`config.mk`:
```
export PLATFORM = sky130hd
export DESIGN_NAME = serial_adder_ctrl_flat
export DESIGN_NICKNAME = d
export VERILOG_FILES = /design/src/rtl/serial_adder_ctrl_if.sv /design/src/rtl/serial_adder_ctrl.sv /design/src/flat_wrapper.sv
export SDC_FILE = /design/constraint.sdc
export NUM_CORES = 1
export LEC_CHECK = 0
export ABC_AREA = 1
export BUFFER_PORTS_ARGS = -buffer_cell sky130_fd_sc_hd__clkbuf_2
export CELL_PAD_IN_SITES_DETAIL_PLACEMENT = 0
export CELL_PAD_IN_SITES_GLOBAL_PLACEMENT = 1
export CORE_MARGIN = 4
export CORE_UTILIZATION = 40
export DETAILED_ROUTE_END_ITERATION = 8
export PLACE_DENSITY = 0.87
export SETUP_SLACK_MARGIN = 0.2
export SLEW_MARGIN = 20
export SYNTH_ARGS = -nofsm -noshare
export SYNTH_HDL_FRONTEND = slang
export SYNTH_SLANG_ARGS = --single-unit
export TNS_END_PERCENT = 20
```
`constraint.sdc`:
```
create_clock -name CLK -period 4.25 [get_ports CLK]
set_clock_uncertainty 0.05 [all_clocks]
set_input_delay 0 -clock CLK [delete_from_list [all_inputs] [get_ports CLK]]
set_output_delay 0 -clock CLK [all_outputs]
set_load 0.05 [all_outputs]
```
`src/rtl/serial_adder_ctrl_if.sv`:
```
// serial_adder_ctrl_if: start/done request bus between a requester and serial_adder_ctrl (SUB with SERIAL_ADDER_SUB_EN)
interface serial_adder_ctrl_if #(parameter int WIDTH = 16);
   logic             START;
   logic [WIDTH-1:0] A;
   logic [WIDTH-1:0] B;
   logic             CIN;
`ifdef SERIAL_ADDER_SUB_EN
   logic             SUB;
`endif
   logic             BUSY;
   logic             DONE;
   logic [WIDTH-1:0] SUM;
   logic             COUT;
`ifdef SERIAL_ADDER_SUB_EN
   modport master (output START, A, B, CIN, SUB, input BUSY, DONE, SUM, COUT);
   modport slave  (input START, A, B, CIN, SUB, output BUSY, DONE, SUM, COUT);
`else
   modport master (output START, A, B, CIN, input BUSY, DONE, SUM, COUT);
   modport slave  (input START, A, B, CIN, output BUSY, DONE, SUM, COUT);
`endif
endinterface

```
`src/rtl/serial_adder_ctrl.sv`:
```
// serial_adder_ctrl: WIDTH-bit add, one nibble per clock through a single 4-bit ripple adder; SERIAL_ADDER_SUB_EN adds subtract mode
module ripple_carry_adder (
   input  logic [3:0] i_a,
   input  logic [3:0] i_b,
   input  logic       i_cin,
   output logic [3:0] o_sum,
   output logic       o_cout
);
   logic w_c;
   // Four chained full adders; carry walks from bit 0 to bit 3
   always_comb begin
      w_c   = i_cin;
      o_sum = '0;
      for (int i = 0; i < 4; i++) begin
         o_sum[i] = i_a[i] ^ i_b[i] ^ w_c;
         w_c      = (i_a[i] & i_b[i]) | (w_c & (i_a[i] ^ i_b[i]));
      end
      o_cout = w_c;
   end
endmodule

module serial_adder_ctrl #(
   parameter int WIDTH = 16
) (
   input logic                CLK,
   input logic                RST,
   serial_adder_ctrl_if.slave bus
);
   localparam int NIBBLES = WIDTH / 4;
   localparam int IW      = $clog2(NIBBLES) + 1;

   if (WIDTH % 4 != 0 || WIDTH < 8) begin : g_bad_width
      $error("serial_adder_ctrl: WIDTH must be a multiple of 4 and >= 8");
   end

   typedef enum logic [1:0] {IDLE, RUN, FIN} state_t;

   state_t           r_state;
   logic [WIDTH-1:0] r_a;
   logic [WIDTH-1:0] r_b;
   logic [WIDTH-1:0] r_sum;
   logic [IW-1:0]    r_idx;
   logic             r_c;
   logic             r_cout;
   logic             r_busy;
   logic             r_done;

   logic [3:0]       w_a_nib;
   logic [3:0]       w_b_nib;
   logic [3:0]       w_s;
   logic             w_co;
   logic [WIDTH-1:0] w_nib_mask;
   logic [WIDTH-1:0] w_nib_sum;
   logic [WIDTH-1:0] w_b_in;
   logic             w_c_in;
   logic             w_accept;

   assign w_a_nib    = 4'(r_a >> {r_idx, 2'b00});
   assign w_b_nib    = 4'(r_b >> {r_idx, 2'b00});
   assign w_nib_mask = {{(WIDTH-4){1'b0}}, 4'hF} << {r_idx, 2'b00};
   assign w_nib_sum  = {{(WIDTH-4){1'b0}}, w_s} << {r_idx, 2'b00};
   // The FIN edge doubles as the earliest accept edge, giving one add per NIBBLES+1 cycles
   assign w_accept   = bus.START && (r_state == IDLE || r_state == FIN);

`ifdef SERIAL_ADDER_SUB_EN
   // Subtract as A + ~B + 1; the final carry then means "no borrow"
   assign w_b_in = bus.SUB ? ~bus.B : bus.B;
   assign w_c_in = bus.SUB | bus.CIN;
`else
   assign w_b_in = bus.B;
   assign w_c_in = bus.CIN;
`endif

   ripple_carry_adder u_rca (
      .i_a   (w_a_nib),
      .i_b   (w_b_nib),
      .i_cin (r_c),
      .o_sum (w_s),
      .o_cout(w_co)
   );

   // Sequencer: capture operands, add one nibble per edge with registered carry, pulse DONE once
   always_ff @(posedge CLK or posedge RST) begin
      if (RST) begin
         r_state <= IDLE;
         r_a     <= '0;
         r_b     <= '0;
         r_sum   <= '0;
         r_idx   <= '0;
         r_c     <= 1'b0;
         r_cout  <= 1'b0;
         r_busy  <= 1'b0;
         r_done  <= 1'b0;
      end else if (w_accept) begin
         r_a     <= bus.A;
         r_b     <= w_b_in;
         r_c     <= w_c_in;
         r_idx   <= '0;
         r_busy  <= 1'b1;
         r_done  <= 1'b0;
         r_state <= RUN;
      end else begin
         case (r_state)
            IDLE: begin
               r_busy <= 1'b0;
               r_done <= 1'b0;
            end
            RUN: begin
               if (r_idx > IW'(NIBBLES - 1)) begin
                  r_busy  <= 1'b0;
                  r_state <= IDLE;
               end else begin
                  r_sum <= (r_sum & ~w_nib_mask) | w_nib_sum;
                  r_c   <= w_co;
                  r_idx <= r_idx + 1'b1;
                  if (r_idx == IW'(NIBBLES - 1)) begin
                     r_cout  <= w_co;
                     r_done  <= 1'b1;
                     r_state <= FIN;
                  end
               end
            end
            FIN: begin
               r_busy  <= 1'b0;
               r_done  <= 1'b0;
               r_state <= IDLE;
            end
            default: begin
               r_busy  <= 1'b0;
               r_done  <= 1'b0;
               r_state <= IDLE;
            end
         endcase
      end
   end

   assign bus.BUSY = r_busy;
   assign bus.DONE = r_done;
   assign bus.SUM  = r_sum;
   assign bus.COUT = r_cout;
endmodule
```
`src/flat_wrapper.sv`:
```
// flat-port wrapper written by rule: the top's interface ports become plain ports
module serial_adder_ctrl_flat 
#(
   parameter int WIDTH = 16
)
  (CLK, RST, bus_START, bus_A, bus_B, bus_CIN, bus_BUSY, bus_DONE, bus_SUM, bus_COUT);
  serial_adder_ctrl_if #(.WIDTH(WIDTH)) bus_i ();
  input logic CLK;
  input logic RST;
  input wire logic [$bits(bus_i.START)-1:0] bus_START;
  input wire logic [$bits(bus_i.A)-1:0] bus_A;
  input wire logic [$bits(bus_i.B)-1:0] bus_B;
  input wire logic [$bits(bus_i.CIN)-1:0] bus_CIN;
  output wire logic [$bits(bus_i.BUSY)-1:0] bus_BUSY;
  output wire logic [$bits(bus_i.DONE)-1:0] bus_DONE;
  output wire logic [$bits(bus_i.SUM)-1:0] bus_SUM;
  output wire logic [$bits(bus_i.COUT)-1:0] bus_COUT;
  assign bus_i.START = bus_START;
  assign bus_i.A = bus_A;
  assign bus_i.B = bus_B;
  assign bus_i.CIN = bus_CIN;
  assign bus_BUSY = bus_i.BUSY;
  assign bus_DONE = bus_i.DONE;
  assign bus_SUM = bus_i.SUM;
  assign bus_COUT = bus_i.COUT;
  serial_adder_ctrl #(.WIDTH(WIDTH)) u_core (.CLK(CLK), .RST(RST), .bus(bus_i));
endmodule
```
==> metrics.txt <==
First-pass DRT Iterations 4; Mapped Nets 430; slowest CP cell fa_1; initial detailed-routing violation count 97; Post-synth EDFFs 0; Peak Freq 308 MHz; Design Area, Final 3760 um2; max incr delay on CP 0.46 ns; ys async rst share 100%; RSZ-0062 raised after global routing no; net switching power 1.54 mW; part of the cycle the worst path needs 76.5%; Detail Route Antenna Nets 0; combinational power share 53.9%; predominant post-synthesis flop cell dfrtp_1; FP Rows 30; # DRC 0; largest area contributor in the netlist dfrtp_1; core box area 6940 um2; sequential share of power 31.5%; Synth cell types 21; CP Max Fanout 24; pin count of the biggest net entering global routing 58; Final Power 3.10 mW; PwrDens 823 nW/um2; crit path DAT 3.43 ns; total number of vias 2639; Detailed Route WL 6880 um; cells taking the most area after synthesis dfrtp_1 (49%), nand2_1 (23%), o21ai_0 (6.5%); top-area cell type share of the netlist area 48.6%; vias per cell 4.63; Routed WL per cell 12.1 um; Clock Sink Count 57; HP Class in -> reg; synth warn 0; dpl ws 1.00 ns; Worst Setup Slack, final 1.00 ns; first-pass GRT wire length 12000 um; Reg-to-Reg Start u_core.r_idx[1]$_DFFE_PP0P_; final non-filler cell total 570; Post-synth top cells nand2_1 (181), dfrtp_1 (57), o21ai_0 (38); count leader, synth nand2_1; Placement Cell Area 3250 um2; min Tclk post-route 3.25 ns; PortBufs 54; CP endpoint kind flop; Util after Layout 54.2%; Clock transition at path regs 0.06 ns; die area 8770 um2; IO Pins 55; CTS root buffer clkbuf_8; Chip Height 93.6 um; Worst path most repeated cell fa_1; grt total ovfl 0; layout cells sized above 1 17.5%; Post-Synthesis Cells 385; crit-path cells buf_4, inv_1, nor2_1, o21ai_0, a21oi_1, fa_1, inv_1, fa_1, fa_1, inv_1, fa_1, nand3_1, o21ai_0, nand2_1, nand2_1; crit path kind reg -> reg; Hold Crit Start bus_START; Slew headroom 52.2%; setup violators final 0; Longest Clk Path Bufs 2; GPL Wtd Cong 0.788; Final TNS setup 0 ns; Worst Hold Slack 0.0684 ns; Initial Util 42.3%; area of the mapped netlist 2930 um2; placed cells 520; chip width 93.6 um; #FFs+latches synth 57; MaxCap Viol Count 0; nets 514; Hold Vio Cnt, Final 0; worst-margin pin slew 0.716 ns; Final Max Tran Viols 0; CTS Buf Count 9; sw frac 49.6%; initial antenna violation count 0; Top Family by Delay on Critical Path adder cells; Worst-Skew Late Latency 0.33 ns; leakage power 2.00 nW; startpoint types flop; crit path from u_core.r_idx[1]$_DFFE_PP0P_; part of the Yosys area used for sequential elements 48.6%; htree depth 3; internal power 1.56 mW; CTS tree built; gr usage total 17.2%; vias in the first global route 2622; peak supply drop 0.000335 V; status finished clean; diodes inserted 0; dpl hpwl 4590 um; Post-Syn Area per Cell 7.62 um2; CP required 4.43 ns; clock share of power 14.7%; worst path bufs/invs 4; PostCTS Resize Cnt 0; Synth-to-Final Area Change 28.3%
==> worst register-to-register path, stage by stage, from the launching register on <==
cell and delay [ns]:
dfrtp_1 0.32, buf_4 0.24, inv_1 0.26, nor2_1 0.15, o21ai_0 0.08, a21oi_1 0.18, fa_1 0.20, inv_1 0.05
fa_1 0.38, fa_1 0.38, inv_1 0.08, fa_1 0.46, nand3_1 0.11, o21ai_0 0.07, nand2_1 0.09, nand2_1 0.04
==> layout make-up <==
| cell class | instances | area (um2) |
|---|---|---|
| fill | 668 | 3180 |
| inverter | 19 | 76.3 |
| tap | 96 | 120 |
| clock inverter | 3 | 15.0 |
| sequential | 57 | 1430 |
| timing repair buffer | 93 | 648 |
| multi-input combinational | 289 | 1320 |
| clock buffer | 13 | 159 |
==> path summary, 6_finish.rpt <==
kind	end	slack (ns)	depth (start not counted)
max	u_core.bus.SUM[7]$_DFFE_PP0P_	1.00	15
min	u_core.bus.COUT$_DFFE_PP0P_	0.07	6
max reg2reg	u_core.bus.SUM[7]$_DFFE_PP0P_	1.00	15
min reg2reg	u_core.bus.BUSY$_DFFE_PP0N_	0.42	2
max in group asynchronous	u_core.r_a[11]$_DFFE_PP0P_	3.32	4
min in group asynchronous	u_core.bus.SUM[14]$_DFFE_PP0P_	0.36	4
==> cells by family (layout without fill, tap and decap cells) <==
family / count (synthesis) / count (layout) / synth area share (%)
simple gates: 233 / 233 / 31.6
flops: 57 / 57 / 48.6
buf+inv: 39 / 128 / 6.61
fa+ha+maj: 9 / 9 / 4.86
compound gates: 47 / 47 / 8.27
==> flip-flops by register name, indices dropped and copies added, names as in the netlist <==
signal	flops
u_core.bus.SUM	16
u_core.r_a	16
u_core.r_b	16
u_core.r_idx	3
u_core.r_state	2
u_core.bus.BUSY	1
u_core.bus.COUT	1
u_core.bus.DONE	1
u_core.r_c	1
==> timing repair <==
action,in CTS,in global routing
hold endpoints to repair,90,0
hold buffers,34,0
buffers inserted,0,0
==> layer usage <==
layer  vias to the layer above  track usage [%]  wire length [um]
met5                         -                0                 0
met4                         0             7.82               154
met3                        13             3.54               262
met2                        53             27.0              3190
met1                      1194             23.0              3270
li1                       1379                -                 -
==> power by group through the flow <==
stage | Clock (mW) | Combinational [mW] | Sequential [mW]
6_report | 0.455 | 1.67 | 0.975
5_1_grt | 0.487 | 1.94 | 1.01
4_1_cts | 0.463 | 1.70 | 0.976
3_5_place_dp | 0 | 1.66 | 0.984
3_3_place_gp | 0 | 1.64 | 0.981
2_1_floorplan | 0 | 1.17 | 1.13
==> cell usage in the layout, fill, tap and decap left out, drive strengths merged <==
cell type	n
nand2	184
clkbuf	67
dfrtp	57
o21ai	38
dlygate4sd3	34
nor2	24
nand3	23
inv	19
a21oi	6
ha	5
buf	5
fa	4
clkinv	3
nand4	2
o211ai	2
o21a	1
No activity file was read; power rests on OpenSTA's default activity.
